## src/rtl/bg_pkg.sv

```systemverilog
// Shared types and frame geometry for the background model updater.
// The pixel type and the default frame size live here so the memory side can reuse them.
package bg_pkg;

    localparam int unsigned NUM_PIXELS = 76800;
    localparam int unsigned ADDR_W     = 17;

    // Element [2] is R, [1] is G, [0] is B.
    typedef logic [2:0][7:0] rgb_t;

    typedef enum logic [1:0] {
        StIdle,
        StWaitSof,
        StRun
    } state_e;

endpackage

```

## src/rtl/bg_channel_blend.sv

```systemverilog
// One colour channel of the running-average update: new = bg + (cur - bg) >>> ALPHA_SHIFT,
// or a straight copy of cur while the model is still learning.
module bg_channel_blend #(
    parameter int unsigned ALPHA_SHIFT = 3
) (
    input  logic [7:0] cur_i,
    input  logic [7:0] bg_i,
    input  logic       learn_i,
    output logic [7:0] new_o
);

    logic signed [8:0] diff;
    logic signed [8:0] delta;

    always_comb begin
        diff  = $signed({1'b0, cur_i}) - $signed({1'b0, bg_i});
        delta = diff >>> ALPHA_SHIFT;
        // The result always lands between bg and cur, so dropping the top bit is exact.
        new_o = learn_i ? cur_i : 8'({1'b0, bg_i} + delta);
    end

endmodule

```

## src/rtl/background_updater.sv

```systemverilog
// Streams camera pixels through a read-blend-write loop against an external background memory,
// with a fixed 3-cycle acceptance-to-write latency and an initial copy-through learning phase.
module background_updater #(
    parameter int unsigned NUM_PIXELS   = bg_pkg::NUM_PIXELS,
    parameter int unsigned ADDR_W       = bg_pkg::ADDR_W,
    parameter int unsigned ALPHA_SHIFT  = 3,
    parameter int unsigned LEARN_FRAMES = 4
) (
    input  logic                clk,
    input  logic                rst_n,
    input  logic                enable,
    input  logic                pix_valid,
    output logic                pix_ready,
    input  logic                pix_sof,
    input  bg_pkg::rgb_t        pix_rgb,
    input  logic                pix_fg,
    output logic                bg_rd_en,
    output logic [ADDR_W-1:0]   bg_rd_addr,
    input  bg_pkg::rgb_t        bg_rd_data,
    output logic                bg_wr_en,
    output logic [ADDR_W-1:0]   bg_wr_addr,
    output bg_pkg::rgb_t        bg_wr_data,
    output logic                learning,
    output logic                frame_done
);

    localparam int unsigned       CntW     = (LEARN_FRAMES > 0) ? $clog2(LEARN_FRAMES + 1) : 1;
    localparam logic [CntW-1:0]   LearnMax = CntW'(LEARN_FRAMES);
    localparam logic [ADDR_W-1:0] LastAddr = ADDR_W'(NUM_PIXELS - 1);

    bg_pkg::state_e state_q, state_d;

    logic [ADDR_W-1:0] addr_q, addr_d;
    logic [CntW-1:0]   frame_cnt_q, frame_cnt_d;

    logic              accept;
    logic              take;
    logic              pix_last;
    logic [ADDR_W-1:0] pix_addr;

    // Stage 1: read issued. Stage 2: read data returns. Write stage: registered outputs.
    logic              s1_valid_q, s1_valid_d;
    logic [ADDR_W-1:0] s1_addr_q, s1_addr_d;
    bg_pkg::rgb_t      s1_rgb_q, s1_rgb_d;
    logic              s1_fg_q, s1_fg_d;
    logic              s1_learn_q, s1_learn_d;
    logic              s1_last_q, s1_last_d;

    logic              s2_valid_q, s2_valid_d;
    logic [ADDR_W-1:0] s2_addr_q, s2_addr_d;
    bg_pkg::rgb_t      s2_rgb_q, s2_rgb_d;
    logic              s2_fg_q, s2_fg_d;
    logic              s2_learn_q, s2_learn_d;
    logic              s2_last_q, s2_last_d;

    logic              wr_en_q, wr_en_d;
    logic [ADDR_W-1:0] wr_addr_q, wr_addr_d;
    bg_pkg::rgb_t      wr_data_q, wr_data_d;
    logic              done_q, done_d;

    logic [7:0]        blend_ch [3];

    // A pixel gets a memory slot only if it starts a frame or arrives while a frame is running.
    always_comb begin
        accept   = pix_valid & pix_ready;
        take     = accept & (pix_sof | (state_q == bg_pkg::StRun));
        pix_addr = pix_sof ? '0 : addr_q;
        pix_last = (pix_addr == LastAddr);
    end

    always_ff @(posedge clk or negedge rst_n) begin
        if (!rst_n) begin
            state_q <= bg_pkg::StIdle;
        end else begin
            state_q <= state_d;
        end
    end

    always_comb begin
        state_d = state_q;
        unique case (state_q)
            bg_pkg::StIdle: begin
                state_d = bg_pkg::StWaitSof;
            end
            bg_pkg::StWaitSof: begin
                if (take) state_d = pix_last ? bg_pkg::StWaitSof : bg_pkg::StRun;
            end
            bg_pkg::StRun: begin
                if (take && pix_last) state_d = bg_pkg::StWaitSof;
            end
            default: begin
                state_d = bg_pkg::StIdle;
            end
        endcase
        if (!enable) state_d = bg_pkg::StIdle;
    end

    // Gating with enable means no pixel is taken in the cycle enable drops.
    always_comb begin
        pix_ready = 1'b0;
        unique case (state_q)
            bg_pkg::StWaitSof,
            bg_pkg::StRun:  pix_ready = enable;
            default:        pix_ready = 1'b0;
        endcase
    end

    for (genvar i = 0; i < 3; i++) begin : g_chan
        bg_channel_blend #(
            .ALPHA_SHIFT (ALPHA_SHIFT)
        ) u_blend (
            .cur_i   (s2_rgb_q[i]),
            .bg_i    (bg_rd_data[i]),
            .learn_i (s2_learn_q),
            .new_o   (blend_ch[i])
        );
    end

    always_comb begin
        learning = (frame_cnt_q < LearnMax);

        addr_d = addr_q;
        if (take) addr_d = pix_last ? '0 : pix_addr + ADDR_W'(1);

        s1_valid_d = take;
        s1_addr_d  = s1_addr_q;
        s1_rgb_d   = s1_rgb_q;
        s1_fg_d    = s1_fg_q;
        s1_learn_d = s1_learn_q;
        s1_last_d  = s1_last_q;
        if (take) begin
            s1_addr_d  = pix_addr;
            s1_rgb_d   = pix_rgb;
            s1_fg_d    = pix_fg;
            s1_learn_d = learning;
            s1_last_d  = pix_last;
        end

        s2_valid_d = s1_valid_q;
        s2_addr_d  = s1_addr_q;
        s2_rgb_d   = s1_rgb_q;
        s2_fg_d    = s1_fg_q;
        s2_learn_d = s1_learn_q;
        s2_last_d  = s1_last_q;

        // Foreground pixels keep their slot (and frame_done) but leave memory untouched.
        wr_en_d   = s2_valid_q & (s2_learn_q | ~s2_fg_q);
        done_d    = s2_valid_q & s2_last_q;
        wr_addr_d = wr_addr_q;
        wr_data_d = wr_data_q;
        if (s2_valid_q) begin
            wr_addr_d = s2_addr_q;
            for (int i = 0; i < 3; i++) wr_data_d[i] = blend_ch[i];
        end

        frame_cnt_d = frame_cnt_q;
        if (done_d && (frame_cnt_q < LearnMax)) frame_cnt_d = frame_cnt_q + CntW'(1);
    end

    always_ff @(posedge clk or negedge rst_n) begin
        if (!rst_n) begin
            addr_q      <= '0;
            frame_cnt_q <= '0;
            s1_valid_q  <= 1'b0;
            s1_addr_q   <= '0;
            s1_rgb_q    <= '0;
            s1_fg_q     <= 1'b0;
            s1_learn_q  <= 1'b0;
            s1_last_q   <= 1'b0;
            s2_valid_q  <= 1'b0;
            s2_addr_q   <= '0;
            s2_rgb_q    <= '0;
            s2_fg_q     <= 1'b0;
            s2_learn_q  <= 1'b0;
            s2_last_q   <= 1'b0;
            wr_en_q     <= 1'b0;
            wr_addr_q   <= '0;
            wr_data_q   <= '0;
            done_q      <= 1'b0;
        end else begin
            addr_q      <= addr_d;
            frame_cnt_q <= frame_cnt_d;
            s1_valid_q  <= s1_valid_d;
            s1_addr_q   <= s1_addr_d;
            s1_rgb_q    <= s1_rgb_d;
            s1_fg_q     <= s1_fg_d;
            s1_learn_q  <= s1_learn_d;
            s1_last_q   <= s1_last_d;
            s2_valid_q  <= s2_valid_d;
            s2_addr_q   <= s2_addr_d;
            s2_rgb_q    <= s2_rgb_d;
            s2_fg_q     <= s2_fg_d;
            s2_learn_q  <= s2_learn_d;
            s2_last_q   <= s2_last_d;
            wr_en_q     <= wr_en_d;
            wr_addr_q   <= wr_addr_d;
            wr_data_q   <= wr_data_d;
            done_q      <= done_d;
        end
    end

    always_comb begin
        bg_rd_en   = s1_valid_q;
        bg_rd_addr = s1_addr_q;
        bg_wr_en   = wr_en_q;
        bg_wr_addr = wr_addr_q;
        bg_wr_data = wr_data_q;
        frame_done = done_q;
    end

endmodule

```

## config.mk

```make
export PLATFORM = sky130hd
export DESIGN_NAME = background_updater
export DESIGN_NICKNAME = d
export VERILOG_FILES = /design/src/rtl/bg_pkg.sv /design/src/rtl/bg_channel_blend.sv /design/src/rtl/background_updater.sv
export SDC_FILE = /design/constraint.sdc
export NUM_CORES = 1
export LEC_CHECK = 0
export ABC_AREA = 1
export CORE_ASPECT_RATIO = 1.5
export CORE_MARGIN = 2
export CORE_UTILIZATION = 30
export CTS_BUF_LIST = sky130_fd_sc_hd__clkbuf_4
export DETAILED_ROUTE_END_ITERATION = 12
export PLACE_DENSITY_LB_ADDON = 0.15
export SLEW_MARGIN = 20
export SYNTH_ARGS = -nofsm -noshare
export SYNTH_HDL_FRONTEND = slang
export SYNTH_SLANG_ARGS = --single-unit
export TNS_END_PERCENT = 100
```

## constraint.sdc

```tcl
create_clock -name clk -period 7.6 [get_ports clk]
set_input_delay 1.14 -clock clk [delete_from_list [all_inputs] [get_ports clk]]
set_output_delay 1.14 -clock clk [all_outputs]
set_load 0.01 [all_outputs]
```

==> results of run 1 <==
power by group through the flow:
stage | logic (W) | registers [W] | clock network (W)
final | 0.00156 | 0.00125 | 0.000600
after floorplan | 0.00103 | 0.00127 | 0
after global placement | 0.00157 | 0.00127 | 0
after CTS | 0.00159 | 0.00126 | 0.000629
after global routing | 0.00181 | 0.00129 | 0.000665
after detailed placement | 0.00158 | 0.00127 | 0
Yosys cell counts:
cell	count	share of area
nor2_4	1	0.0015
nand4_1	3	0.0024
mux2_2	1	0.0015
buf_1	1	0.00048
or2_1	2	0.0016
nand2_4	3	0.0044
dfrtp_1	155	0.50
fa_1	3	0.0077
o21ai_4	1	0.0021
inv_1	93	0.045
inv_2	3	0.0015
o22ai_1	3	0.0024
o21a_1	1	0.00097
o21ai_1	1	0.00064
nor2_8	1	0.0026
ha_1	51	0.082
nand3_1	34	0.022
nor3_1	4	0.0026
o21ai_0	51	0.033
o21bai_1	2	0.0019
nor2_1	64	0.031
nand2_2	1	0.00081
a21oi_1	52	0.034
buf_6	1	0.0015
nand3b_4	1	0.0026
nand3_2	1	0.0013
xor2_1	17	0.019
a21oi_2	1	0.0011
clkbuf_1	22	0.011
nand2_1	335	0.16
xnor2_1	9	0.010
a31oi_1	2	0.0016
nor2_2	2	0.0016
buf_2	3	0.0019
nor3_4	2	0.0042
worst max-delay path: cells and delay by family:
family / cells / cell delay [ns]
adders and majority gates: 2 / 0.58
AOI/OAI and AO/OA: 2 / 0.49
buffers and inverters: 3 / 0.68
xor gates and xnor gates: 1 / 0.18
and+or+nand+nor: 15 / 1.05
final timing paths:
path | start | cells after the start | end
max in group asynchronous | rst_n | 2 | addr_q[15]
worst min register to register | s1_learn_q | 0 | s2_learn_q
min in group asynchronous | rst_n | 1 | s2_addr_q[12]
worst max register to register | s2_rgb_q[11] | 21 | bg_wr_data[15]
worst max-delay path | bg_rd_data[9] | 23 | bg_wr_data[15]
worst min-delay path | s1_learn_q | 0 | s2_learn_q
stage by stage:
stage          setup WS [ns]  utilization
4_1_cts                 3.95        0.375
5_1_grt                 3.65        0.375
3_5_place_dp            3.31        0.362
3_3_place_gp            3.35        0.362
6_report                3.95        0.375
2_1_floorplan           4.29            -
state kept, by name, indices dropped and copies added (netlist names), 2 cells and up:
| name | flops |
|---|---|
| addr_q | 17 |
| bg_rd_addr | 17 |
| bg_wr_addr | 17 |
| bg_wr_data | 24 |
| frame_cnt_q | 3 |
| s1_rgb_q | 24 |
| s2_addr_q | 17 |
| s2_rgb_q | 24 |
| state_q | 2 |
cell type report:
class | count | area [um^2] | area share
Sequential cell | 155 | 3880 | 0.404
Multi-Input combinational cell | 649 | 3400 | 0.354
Timing Repair Buffer | 121 | 1200 | 0.125
Tap cell | 333 | 417 | 0.0434
Inverter | 96 | 360 | 0.0375
Clock inverter | 12 | 195 | 0.0203
Clock buffer | 20 | 150 | 0.0156
Antenna cell | 1 | 2.50 | 0.000261
cell families after synthesis:
group,count (synthesis)
adders and majority gates,54
and+or+nand+nor,454
DFF,155
AOI/OAI and AO/OA,114
muxes,1
buffers and inverters,123
xor gates and xnor gates,26
per-layer routing:
metal / part of all wire / routed length (um) / vias up / GRT usage
li1: - / - / 3138 / -
met1: 0.42 / 8130 / 2888 / 0.178
met2: 0.53 / 10300 / 107 / 0.270
met3: 0.031 / 601 / 21 / 0.0295
met4: 0.019 / 374 / 0 / 0.0539
met5: 0 / 0 / - / 0
==> run metrics, run 1 <==
yosys warns=0; unrepaired setup endpoints after global routing=no; final wirelength=19,500 um; CTS Hold Buffers Added=0; CTS tree=yes; most common cell after layout, fill and taps aside=nand2_1; Simple-Gate Fraction of Synth Area=0.241; post-CTS sizing=0; clock power share=0.176; H-Tree Depth=4; global-route wire length before repair=31,800 um; core area=25,600 um^2; Max-slew headroom=0.371; setup TNS=0 ns; Net Sw Frac=0.396; sequential group share of total power=0.366; main combinational cell family by area after synthesis=simple AND/OR/NAND/NOR gates; Crit path top cell by count=nand2_1; Overall Power=0.00342 W; DRC errors left=0; Cell Count, Final, Fillers Out=1,387; CTS Buffer Depth=2; nets=1,148; outcome=completed; Post-Synth Adder-Cell Area=0.0900; Min Hold Slack=0.388 ns; TritonRoute pass-1 iters=4; Rows=72; leakage power=4.94 nW; final instance area=9610 um^2; post-route clock period utilization=0.481; Avg Cell Area, Syn=8.36 um^2; PwrDens=356 nW/um^2; Distinct cells, synth=35; Filler cells=2,693; slowest CP cell=clkdlybuf4s50_1; Final Max Tran Viols=0; Seq/Total Area, Yosys=0.500; initial antenna violation count=1; number of max-cap violations=0; P&R area growth vs syn=23.9%; RePlAce Congestion=0.810; clock buffer count from CTS=17; largest net degree at the start of global routing=91; Max IR drop VDD=0.139 mV; share of cells above drive strength 1=0.0522; routed vias/inst=4.44; Final HPWL DP=13,900 um; Net Count, Synth=1,035; WP data arrival=4.12 ns; XOR/XNOR Fraction of Synth Area=0.0294; via count=6,154; Min-Delay Path Class=reg -> reg; clock sinks=155; Yosys reg bits=155; Gate power share=0.458; Cell Chain, Critical Path=clkdlybuf4s50_1 -> inv_1 -> ha_1 -> nand2_1 -> nand2_1 -> nand2_1 -> nand2_1 -> nand2_1 -> o21ai_0 -> nand2_1 -> nand2_1 -> xor2_1 -> ha_1 -> nand2_1 -> nand2_1 -> nand2_1 -> nand2_1 -> a31oi_1 -> inv_1 -> nand3_1 -> nand3_1 -> nand2_1 -> nand2_1; grt total ovfl=0; Clock Root Buffer=clkbuf_4; R2R setup slack=4.71 ns; Worst Clk Skew=0.0202 ns; P_sw=0.00135 W; Top Ports=117; die area=27,200 um^2; antenna-violating nets left=0; Die X=135 um; Worst-Margin Slew=0.942 ns; Post-Syn Instances=927; Final Hold Fails=0; min cycle time layout=3.65 ns; initial core utilization=0.303; worst skew pair latency=0.56 ns; Max Fclk=0.274 GHz; CP required=8.07 ns; Post-Syn Area=7750 um^2; Reg clk slew, reported paths=0.13 ns; Wirelength per Cell=14.0 um; Post-CTS Setup Bufs=0; Buffers on Ports=116; post-synthesis mux area share=0.00145; vias in the first global route=6,176; internal power=0.00206 W; Post-Place Cell Area=9260 um^2; commonest cells after routing, fill and taps aside=nand2_1 (335), dfrtp_1 (155), clkdlybuf4s50_1 (115); critical path class=in -> reg; worst-path maximum fanout=6; # setup viols final=0; Cells after DPL=1,354; Crit. End Element=flop; Compound-Gate Fraction of Synth Area=0.0773; Startpoint Class=primary input; GRT Total Usage=0.151; number of DRC markers in iteration 0=257; crit-path max cell delay=0.55 ns; Die H=201 um
Power figures use the tool's default switching activity.
==> run 2: changes to the inputs <==
==> constraint.sdc (replaced) <==
create_clock -name clk -period 2.95 [get_ports clk]
set_input_delay 0.4425 -clock clk [delete_from_list [all_inputs] [get_ports clk]]
set_output_delay 0.4425 -clock clk [all_outputs]
set_load 0.01 [all_outputs]
==> run 2 against run 1 <==
Effect of this change:
- hold slack worse by 0.071 ns
- non-clock buffer count rose by 88
- setup slack worse by 3.7 ns
- cell area rose by 8.0%
- largest cell class unchanged
- cell count up 6.3%
- register-to-register slack got worse by 4.5 ns
- utilization rose by 3.0 points
- combinational power rose to 3.2 times the previous value
- sequential power rose to 2.6 times the previous value
- wire length grew 3.8%
==> run metrics, run 2 (synthesis results as in run 1) <==
Crit. End Element=flop (unchanged); Worst-Margin Slew=0.998 ns (was 0.942 ns); PwrDens=935 nW/um^2 (was 356 nW/um^2); CP required=3.40 ns (was 8.07 ns); via count=6,474 (was 6,154); grt total ovfl=0 (unchanged); leakage power=5.38 nW (was 4.94 nW); largest net degree at the start of global routing=64 (was 91); crit-path max cell delay=0.50 ns (was 0.55 ns); TritonRoute pass-1 iters=4 (unchanged); core area=25,600 um^2 (unchanged); CTS Buffer Depth=2 (unchanged); initial antenna violation count=1 (unchanged); Max IR drop VDD=0.284 mV (was 0.139 mV); post-route clock period utilization=0.917; number of max-cap violations=0 (unchanged); Clock Root Buffer=clkbuf_4 (unchanged); Overall Power=0.00970 W (was 0.00342 W); Filler cells=2,656 (was 2,693); Startpoint Class=primary input (unchanged); Cell Count, Final, Fillers Out=1,474 (was 1,387); Max Fclk=0.370 GHz; die area=27,200 um^2 (unchanged); Rows=72 (unchanged); Reg clk slew, reported paths=0.13 ns (about the same); routed vias/inst=4.39 (was 4.44); share of cells above drive strength 1=0.135 (was 0.0522); Crit path top cell by count=nand2_1 (unchanged); min cycle time layout=2.71 ns; slowest CP cell=clkdlybuf4s50_1 (unchanged); Final Util=0.405 (was 0.375); Final Max Tran Viols=0 (unchanged); final wirelength=20,200 um (was 19,500 um); Buffers on Ports=116 (unchanged); met3 Use GR=0.0255 (was 0.0295); nets=1,236 (was 1,148); number of DRC markers in iteration 0=247 (was 257); WP data arrival=3.16 ns (was 4.12 ns); clock sinks=155 (unchanged); RePlAce Congestion=0.867 (was 0.810); antenna-violating nets left=0 (unchanged); # setup viols final=0 (unchanged); GR Util met2=0.294 (was 0.270); Cells after DPL=1,439 (was 1,354); outcome=completed (unchanged); most common cell after layout, fill and taps aside=nand2_1 (unchanged); GRT Total Usage=0.157 (was 0.151); Worst Clk Skew=0.0259 ns (was 0.0202 ns); Min-Delay Path Class=in -> async (was reg -> reg); P&R area growth vs syn=33.8% (was 23.9%); Top Ports=117 (unchanged); multi-input logic area=3470 um^2 (was 3400 um^2); Cell Chain, Critical Path=clkdlybuf4s50_1 -> inv_1 -> ha_1 -> a21oi_1 -> nand2_1 -> nand2_1 -> nand2_1 -> nand2_1 -> nand2_1 -> xor2_1 -> ha_1 -> nand2_1 -> nand3_1 -> nand2_1 -> nand2_1 -> a21oi_1 -> xor2_1 -> nand2_1 -> nand2_1 -> nand2_1 (was clkdlybuf4s50_1 -> inv_1 -> ha_1 -> nand2_1 -> nand2_1 -> nand2_1 -> nand2_1 -> nand2_1 -> o21ai_0 -> nand2_1 -> nand2_1 -> xor2_1 -> ha_1 -> nand2_1 -> nand2_1 -> nand2_1 -> nand2_1 -> a31oi_1 -> inv_1 -> nand3_1 -> nand3_1 -> nand2_1 -> nand2_1); Reg area=3880 um^2 (unchanged); Min Hold Slack=0.317 ns (was 0.388 ns); worst skew pair latency=0.56 ns (about the same); initial core utilization=0.303 (unchanged); Max-slew headroom=0.331 (was 0.371); clock buffer count from CTS=17 (unchanged); setup TNS=0 ns (unchanged); Die H=201 um (unchanged); grt peak-use layer=met2 (unchanged); critical path class=in -> reg (unchanged); Final Hold Fails=0 (unchanged); DRC errors left=0 (unchanged); Wirelength per Cell=13.7 um (was 14.0 um); met1 Usage GRT=0.178 (about the same); H-Tree Depth=4 (unchanged); Die X=135 um (unchanged); vias in the first global route=6,560 (was 6,176); CTS tree=yes (unchanged); Final HPWL DP=14,900 um (was 13,900 um); worst-path maximum fanout=3 (was 6); commonest cells after routing, fill and taps aside=nand2_1 (335), dfrtp_1 (155), clkdlybuf4s50_1 (115) (unchanged); global-route wire length before repair=33,000 um (was 31,800 um)
[run 2: cell count changes in the layout (fill, tap and decap cells not counted), moves of 2 or more]
cell / previous run / this run
ha_4: 0 / 2
a21oi_1: 52 / 49
xor2_1: 17 / 15
a31oi_1: 2 / 0
buf_4: 5 / 89
a31oi_2: 0 / 2
a21oi_2: 1 / 4
ha_1: 51 / 48
clkinv_1: 3 / 1
xor2_2: 0 / 2
buf_12: 0 / 3
clkinv_2: 1 / 3
[run 2: stage by stage]
stage                     instance area [um^2]  worst slack (ns)
after floorplan                           7750             0.335
after global placement                    9930            -0.431
after detailed placement                  9930            -0.445
after CTS                                10300             0.167
after global routing                     10400           -0.0185
final                                    10400             0.244
[run 2: power by group]
part           internal, W  switching (W)  total, W
Clock             0.000770       0.000765   0.00153
Sequential         0.00283       0.000418   0.00324
Combinational      0.00240        0.00252   0.00492
[run 2: metal layers]
layer / wire, um / vias up
li1: - / 3318
met1: 8330 / 3054
met2: 11000 / 85
met3: 533 / 17
met4: 328 / 0
met5: 0 / -
[run 2: worst max-delay path, delay by kind of cell]
family / cells / cell delay [ns]
XOR/XNOR: 2 / 0.31
AO/OA/AOI/OAI: 2 / 0.31
adder cells (fa/ha/maj): 2 / 0.62
buffers and inverters: 2 / 0.56
AND/OR/NAND/NOR: 12 / 0.91
[run 2: worst paths after layout]
path	startpoint	endpoint	slack, ns	cells after the start
max	bg_rd_data[19]	bg_wr_data[22]	0.24	20
min	rst_n	bg_wr_addr[12]	0.32	2
max reg2reg	s2_rgb_q[9]	bg_wr_data[14]	0.25	19
min reg2reg	s1_rgb_q[9]	s2_rgb_q[9]	0.38	0
max in group asynchronous	rst_n	s1_rgb_q[17]	1.89	3
min in group clk	s1_rgb_q[9]	s2_rgb_q[9]	0.38	0
[run 2: area by class of cell]
cell class,instances,area share
antenna,1,0.000241
clock buffer,19,0.0138
clock inverter,12,0.0191
inverter,96,0.0347
multi-input combinational,649,0.335
sequential,155,0.374
tap,333,0.0402
timing repair buffer,209,0.183
[run 2: what timing repair did]
action                                  in CTS  in global routing
gates resized for setup                      0                 12
setup buffers                                0                  2
endpoints found under the hold margin       25                  0
endpoints found under the setup margin       0                  5
hold buffers                                 1                  0
==> run 3: changes to the inputs <==
--- a/config.mk
+++ b/config.mk
@@ -10,6 +10,7 @@
 export CORE_MARGIN = 2
 export CORE_UTILIZATION = 30
 export CTS_BUF_LIST = sky130_fd_sc_hd__clkbuf_4
+export CTS_CLUSTER_SIZE = 24
 export DETAILED_ROUTE_END_ITERATION = 12
 export PLACE_DENSITY_LB_ADDON = 0.15
 export SLEW_MARGIN = 20
==> results of run 3 <==
Final layout, timing and power as in run 2 (identical DEF).
